`config.mk`:
```
export PLATFORM = sky130hd
export DESIGN_NAME = instr_fetch_issue
export DESIGN_NICKNAME = d
export VERILOG_FILES = /design/src/rtl/instr_fetch_issue_pkg.sv /design/src/rtl/instr_field_split.sv /design/src/rtl/instr_fetch_issue.sv
export SDC_FILE = /design/constraint.sdc
export NUM_CORES = 1
export LEC_CHECK = 0
export BUFFER_PORTS_ARGS = -buffer_cell sky130_fd_sc_hd__buf_2
export CAP_MARGIN = 5
export CORE_MARGIN = 8
export CORE_UTILIZATION = 53
export DETAILED_ROUTE_END_ITERATION = 6
export GPL_ROUTABILITY_DRIVEN = 0
export PLACE_DENSITY = 0.92
export SLEW_MARGIN = 0
export SYNTH_ARGS = -nofsm -noshare
export SYNTH_HDL_FRONTEND = slang
export SYNTH_SLANG_ARGS = --single-unit
```
`constraint.sdc`:
```
create_clock -name clk -period 3.5 [get_ports clk]
set_input_delay 0.7 -clock clk [delete_from_list [all_inputs] [get_ports clk]]
set_output_delay 0.7 -clock clk [all_outputs]
set_load 0.1 [all_outputs]
```
`src/rtl/instr_fetch_issue_pkg.sv`:
```
// Shared definitions for the instruction fetch/issue stage: FSM state
// encoding, instruction word width, major opcode constants and the bit
// positions of the fields that the decoder and ALU control consume.
package instr_fetch_issue_pkg;

    // Fetch/issue FSM states. ST_FAULT is reachable only when the
    // INSTR_FETCH_ALIGN_CHECK_EN build option is defined.
    typedef enum logic [1:0] {
        ST_FETCH = 2'd0,
        ST_ISSUE = 2'd1,
        ST_FAULT = 2'd2
    } fetch_state_e;

    localparam int INSTR_WIDTH = 32;

    // Major opcodes recognised by the main control decoder.
    localparam logic [6:0] OPC_R_TYPE = 7'b0110011;
    localparam logic [6:0] OPC_LOAD   = 7'b0000011;
    localparam logic [6:0] OPC_STORE  = 7'b0100011;
    localparam logic [6:0] OPC_BRANCH = 7'b1100011;

    // Field bit positions inside the 32-bit instruction word.
    localparam int OPCODE_LSB     = 0;
    localparam int OPCODE_MSB     = 6;
    localparam int RD_LSB         = 7;
    localparam int RD_MSB         = 11;
    localparam int FUNCT3_LSB     = 12;
    localparam int FUNCT3_MSB     = 14;
    localparam int RS1_LSB        = 15;
    localparam int RS1_MSB        = 19;
    localparam int RS2_LSB        = 20;
    localparam int RS2_MSB        = 24;
    localparam int FUNCT7_ALT_BIT = 30;

    // True when the two low address bits describe a 4-byte aligned address.
    function automatic logic is_word_aligned(input logic [1:0] low_bits);
        return (low_bits == 2'b00);
    endfunction

endpackage

```
`src/rtl/instr_field_split.sv`:
```
// Combinational extraction of the decoder control inputs and register
// specifiers from a latched instruction word. Funct packs the ALU
// alternate-operation bit (instr[30]) above funct3.
module instr_field_split
    import instr_fetch_issue_pkg::*;
(
    input  logic [INSTR_WIDTH-1:0] i_instr,
    output logic [6:0]             o_opcode,
    output logic [3:0]             o_funct,
    output logic [4:0]             o_rd,
    output logic [4:0]             o_rs1,
    output logic [4:0]             o_rs2
);

    // Bits of funct7 other than the alternate bit are not needed here;
    // the immediate generator reads them from the full word instead.
    logic w_unused_bits;

    assign o_opcode = i_instr[OPCODE_MSB:OPCODE_LSB];
    assign o_funct  = {i_instr[FUNCT7_ALT_BIT], i_instr[FUNCT3_MSB:FUNCT3_LSB]};
    assign o_rd     = i_instr[RD_MSB:RD_LSB];
    assign o_rs1    = i_instr[RS1_MSB:RS1_LSB];
    assign o_rs2    = i_instr[RS2_MSB:RS2_LSB];

    assign w_unused_bits = ^{i_instr[31], i_instr[29:25]};

endmodule

```
`src/rtl/instr_fetch_issue.sv`:
```
// Instruction fetch and issue stage. Holds the PC, requests one word per
// instruction from instruction memory, latches it and presents decoder
// fields under issue_valid/issue_ready. Branch redirects from execute
// override the sequential PC+4.
//
// Handshakes: a transfer happens on a rising clk edge where the producer's
// valid (imem_req / issue_valid) and the consumer's ready (imem_ready /
// issue_ready) are both 1; the producer holds valid and its payload
// (imem_addr / decoded fields) stable until that edge.
//
// Build option INSTR_FETCH_ALIGN_CHECK_EN: when defined, a redirect to a
// target that is not 4-byte aligned parks the stage in FAULT until reset;
// when undefined, target bits [1:0] are ignored and fault is tied to 0.
module instr_fetch_issue
    import instr_fetch_issue_pkg::*;
#(
    parameter int                  PC_WIDTH = 64,
    parameter logic [PC_WIDTH-1:0] RESET_PC = '0
)(
    input  logic                   clk,
    input  logic                   reset,
    output logic                   imem_req,
    output logic [PC_WIDTH-1:0]    imem_addr,
    input  logic                   imem_ready,
    input  logic [INSTR_WIDTH-1:0] imem_rdata,
    output logic                   issue_valid,
    input  logic                   issue_ready,
    output logic [6:0]             Opcode,
    output logic [3:0]             Funct,
    output logic [4:0]             rd,
    output logic [4:0]             rs1,
    output logic [4:0]             rs2,
    output logic [INSTR_WIDTH-1:0] instr,
    output logic [PC_WIDTH-1:0]    pc_out,
    input  logic                   branch_taken,
    input  logic [PC_WIDTH-1:0]    branch_target,
    output logic                   fault,
    output logic [1:0]             dbg_state
);

    fetch_state_e           r_state;
    fetch_state_e           w_state_next;

    // r_pc is the architectural PC (target of the next useful fetch);
    // r_imem_addr is the address actually on the bus, which must stay put
    // while a request is outstanding even if r_pc has been redirected.
    logic [PC_WIDTH-1:0]    r_pc;
    logic [PC_WIDTH-1:0]    w_pc_next;
    logic [PC_WIDTH-1:0]    r_imem_addr;
    logic [PC_WIDTH-1:0]    w_addr_next;
    logic [PC_WIDTH-1:0]    r_pc_out;
    logic [INSTR_WIDTH-1:0] r_instr;
    logic                   r_discard;
    logic                   w_discard_next;
    logic                   r_imem_req;
    logic                   r_issue_valid;
    logic                   w_latch;
    logic [PC_WIDTH-1:0]    w_target;
    logic                   w_bad_target;

`ifdef INSTR_FETCH_ALIGN_CHECK_EN
    logic                   r_fault;

    assign w_target     = branch_target;
    assign w_bad_target = branch_taken & ~is_word_aligned(branch_target[1:0]);
`else
    // Misaligned targets are silently rounded down to a word boundary.
    logic                   w_unused_target_lsbs;

    assign w_target             = {branch_target[PC_WIDTH-1:2], 2'b00};
    assign w_bad_target         = 1'b0;
    assign w_unused_target_lsbs = ^branch_target[1:0];
`endif

    // FSM state register.
    always_ff @(posedge clk) begin
        if (reset) begin
            r_state <= ST_FETCH;
        end else begin
            r_state <= w_state_next;
        end
    end

    // Next state, next PC, next bus address and discard-flag bookkeeping.
    always_comb begin
        w_state_next   = r_state;
        w_pc_next      = r_pc;
        w_addr_next    = r_imem_addr;
        w_discard_next = r_discard;
        w_latch        = 1'b0;
        case (r_state)
            ST_FETCH: begin
                if (w_bad_target) begin
                    w_state_next = ST_FAULT;
                end else begin
                    if (branch_taken) begin
                        w_pc_next = w_target;
                    end
                    // r_imem_req is low only in the first cycle after reset;
                    // a stray imem_ready there belongs to a killed request.
                    if (r_imem_req && imem_ready) begin
                        if (branch_taken || r_discard) begin
                            // Response is for a stale address: drop it and
                            // refetch from the (possibly new) PC.
                            w_discard_next = 1'b0;
                        end else begin
                            w_latch      = 1'b1;
                            w_state_next = ST_ISSUE;
                        end
                    end else if (r_imem_req && branch_taken) begin
                        // Cannot withdraw the request; remember to drop its
                        // data. Further redirects only move r_pc.
                        w_discard_next = 1'b1;
                    end
                    // Bus address may only change at a request boundary.
                    if (!r_imem_req || imem_ready) begin
                        w_addr_next = w_pc_next;
                    end
                end
            end
            ST_ISSUE: begin
                if (w_bad_target) begin
                    w_state_next = ST_FAULT;
                end else if (branch_taken) begin
                    // Redirect wins over +4 whether or not the current
                    // instruction was accepted in this same cycle.
                    w_pc_next    = w_target;
                    w_state_next = ST_FETCH;
                end else if (issue_ready) begin
                    w_pc_next    = r_pc + PC_WIDTH'(4);
                    w_state_next = ST_FETCH;
                end
                w_addr_next = w_pc_next;
            end
            ST_FAULT: begin
                w_state_next = ST_FAULT;
            end
            default: begin
                w_state_next = ST_FETCH;
            end
        endcase
    end

    // PC, bus address, discard flag and registered handshake outputs.
    always_ff @(posedge clk) begin
        if (reset) begin
            r_pc          <= RESET_PC;
            r_imem_addr   <= RESET_PC;
            r_discard     <= 1'b0;
            r_imem_req    <= 1'b0;
            r_issue_valid <= 1'b0;
        end else begin
            r_pc          <= w_pc_next;
            r_imem_addr   <= w_addr_next;
            r_discard     <= w_discard_next;
            r_imem_req    <= (w_state_next == ST_FETCH);
            r_issue_valid <= (w_state_next == ST_ISSUE);
        end
    end

    // Latch the fetched word and its address; held between issues.
    always_ff @(posedge clk) begin
        if (reset) begin
            r_instr  <= '0;
            r_pc_out <= '0;
        end else if (w_latch) begin
            r_instr  <= imem_rdata;
            r_pc_out <= r_imem_addr;
        end
    end

`ifdef INSTR_FETCH_ALIGN_CHECK_EN
    // Sticky fault indication, cleared only by reset.
    always_ff @(posedge clk) begin
        if (reset) begin
            r_fault <= 1'b0;
        end else begin
            r_fault <= (w_state_next == ST_FAULT);
        end
    end

    assign fault = r_fault;
`else
    assign fault = 1'b0;
`endif

    instr_field_split u_field_split (
        .i_instr  (r_instr),
        .o_opcode (Opcode),
        .o_funct  (Funct),
        .o_rd     (rd),
        .o_rs1    (rs1),
        .o_rs2    (rs2)
    );

    assign imem_req    = r_imem_req;
    assign imem_addr   = r_imem_addr;
    assign issue_valid = r_issue_valid;
    assign instr       = r_instr;
    assign pc_out      = r_pc_out;
    assign dbg_state   = r_state;

endmodule

```
==> results by group <==
Layout
  • Finished Cell Area: 13200 µm²
  • Layout cells sized above 1: 0.237
  • Commonest cells after routing, fill and taps aside: nand2_1, buf_2, dfxtp_1
  • # nets final: 1710
  • Area occupied by multi-input gates: 5670 µm²
  • Layout overhead on the synthesized area: 20.5%
  • Most common cell after layout, fill and taps aside: nand2_1
  • Fillers: 1587
  • Fin util: 0.651
  • Reg area: 4590 µm²

Logic synthesis
  • Syn_nets: 1513
  • Fraction of synthesized area in multiplexers: 0.0194
  • Top-area cell type share of the netlist area: 0.419
  • Combinational family with the most area after synthesis: simple AND/OR/NAND/NOR gates
  • Synth Flop Type: dfxtp_1
  • Synth Area in XOR/XNOR: 0.0344
  • Post-Syn Instances: 1411
  • Compound-gate portion of the synthesized area: 0.185
  • Ys Warns: 0
  • Ranking of synthesized cells by area: dfxtp_1, nand2_1, a21oi_1, clkbuf_1, o21ai_0
  • Syn_area_per_cell: 7.75 µm²
  • Asr flop ratio synth: 0
  • EDFF count, synth: 0
  • Largest area contributor in the netlist: dfxtp_1
  • FF+latch count, synth: 229
  • Synth Cell Area: 10900 µm²
  • Fraction of the mapped netlist area in adder cells: 0.00114
  • Netlist cell types: 72
  • Simple-gate share of the synthesized area: 0.276
  • Register area share after synthesis: 0.419

CTS
  • # Post-CTS Setup Buffers: 0
  • Maximum clock path buffer count: 3
  • # H-tree levels: 1
  • Root buffer cell: clkbuf_16
  • Hold buffer count at CTS: 0
  • Clock transition at path regs: 70 ps
  • Latest clock arrival within the worst-skew pair: 520 ps
  • CTS buffer count: 24
  • TritonCTS clock tree: built
  • Count of clock tree sinks: 229
  • Post-CTS Resized: 0

Die
  • Initial core utilization: 0.541
  • Rows: 52
  • Die area: 25500 µm²
  • Io pins: 292
  • Die width: 160 µm
  • Core footprint: 20200 µm²
  • Die Span Y: 160 µm

Place
  • Placement-stage cell area: 12300 µm²
  • Number of port buffers: 288
  • HPWL Detailed: 26100 µm

STA
  • Final setup TNS: 0 ps
  • Final setup fails: 0
  • Final worst-path cycle share: 0.815
  • Skew final: 12.4 ps
  • Unrepaired setup endpoints after global routing: false
  • Minimum clock period after layout: 2850 ps
  • Endpoints failing hold: 0
  • Slew Limit Headroom: 0.396
  • F_max: 351 MHz
  • Min Hold Slack: 417 ps
  • Slew Viols, Final: 0
  • Pin slew with the least headroom to its limit: 903 ps

Critical path
  • CP Class: reg2reg
  • Setup crit end kind: flip-flop
  • Cell breakdown of the critical path: nand4b_2 > or4_1 > nor2_2 > nand4_1 > or3_1 > a31oi_1
  • Critical path required time: 3940 ps
  • Max incr delay on CP: 710 ps
  • CP max stage cell: or4_1
  • Crit path arrival time: 3290 ps
  • Critical Path Source Type: flip-flop
  • Critical-path maximum fanout: 17

Pwr
  • Clock Power Share: 0.399
  • Leakage: 0.00546 µW
  • Sw Share: 0.324
  • Pwr Density: 520 nW/µm²
  • Internal Power: 4630 µW
  • Worst VDD drop: 311 µV
  • Total power: 6850 µW
  • Logic gate share of total power: 0.182
  • Flop pwr share: 0.419
  • Psw: 2220 µW

GRT
  • First-pass GRT wire length: 59100 µm
  • Number of global-route vias before repair: 11131
  • Largest net degree at the start of global routing: 113
  • Initial antenna violation count: 10
  • All-Layer GR Usage: 0.277
  • Gr ovfl total: 0

Status
  • Failing checks: DRC
  • Status: complete, but fails checks

Drt
  • DRT iter0 DRCs: 1777
  • Routed WL per cell: 19.8 µm
  • DRC viols: 6
  • ANT nets after route: 0
  • Total number of vias: 11729
  • Vias/cell: 6.16
  • Final wirelength: 37700 µm
  • Detailed Routing Iterations Pass 1: 7

Worst hold path
  • Hold Path Class: in2reg

Job
  • Max-cap violations: 0
[per-stage QoR]
stage | std cells | setup WS, ps
4_1_cts | 1896 | 745
6_report | 1904 | 649
3_5_place_dp | 1852 | 436
2_1_floorplan | 1411 | 392
3_3_place_gp | 1852 | 476
5_1_grt | 1904 | 516
[final timing paths]
| kind | start | endpoint | slack [ps] | cells past startpoint |
|---|---|---|---|---|
| worst min register to register | pc_out[23]$_SDFFE_PP0P_ | pc_out[23]$_SDFFE_PP0P_ | 450 | 2 |
| worst max register to register | dbg_state[1]$_SDFF_PP0_ | r_pc[42]$_SDFFE_PP0P_ | 650 | 6 |
| worst max-delay path | dbg_state[1]$_SDFF_PP0_ | r_pc[42]$_SDFFE_PP0P_ | 650 | 6 |
| worst min-delay path | imem_rdata[29] | instr[29]$_SDFFE_PP0P_ | 420 | 3 |
[layout make-up]
class	instances	area share
Antenna cell	8	0.00152
Clock buffer	32	0.0539
Clock inverter	12	0.0115
Inverter	16	0.00456
Multi-Input combinational cell	1025	0.430
Sequential cell	229	0.348
Tap cell	270	0.0256
Timing Repair Buffer	312	0.125
[Yosys cell counts (all sizes together), types with 8 or more instances]
cell / n
nor4: 23
nor3: 30
a21oi: 157
nand4: 28
nor2b: 11
buf: 43
or3: 21
o22ai: 13
a31oi: 24
nand2: 314
xnor2: 25
xor2: 18
mux2i: 19
inv: 15
a22oi: 23
clkbuf: 98
and3: 21
dfxtp: 229
or4: 8
o21ai: 63
nor2: 76
and4: 13
nand3b: 11
nand3: 37
[power groups by stage]
stage,registers [µW],logic [µW],clock network [µW]
6_report,2870,1250,2730
5_1_grt,2890,1300,2840
4_1_cts,2860,1240,2740
3_5_place_dp,2920,1230,0
3_3_place_gp,2910,1210,0
2_1_floorplan,3430,446,0
[worst max-delay path: cells and delay by family, from the launching register on]
kind | cells | cell delay [ps]
flip-flops | 1 | 460
AO/OA/AOI/OAI | 1 | 170
AND/OR/NAND/NOR | 5 | 2130
[sequential cells by signal, indices dropped and copies added (netlist names)]
register	cells
imem_req	1
r_discard	1
pc_out	64
imem_addr	64
instr	32
r_pc	64
dbg_state	2
issue_valid	1
[layer usage]
layer  global-route usage  wire (µm)  up-vias
met3               0.0802       4550      169
li1                     -          -     5344
met1                0.319      13600     5393
met5                    0         23        -
met2                0.461      17800      819
met4                0.139       1710        4
[kinds of logic after synthesis]
group                      count (synthesis)
adders and majority gates                  1
other                                      1
xor gates and xnor gates                  43
DFF                                      229
buffers and inverters                    157
and+or+nand+nor                          619
muxes                                     21
AOI/OAI and AO/OA                        340
(Power assumes the default switching activity.)
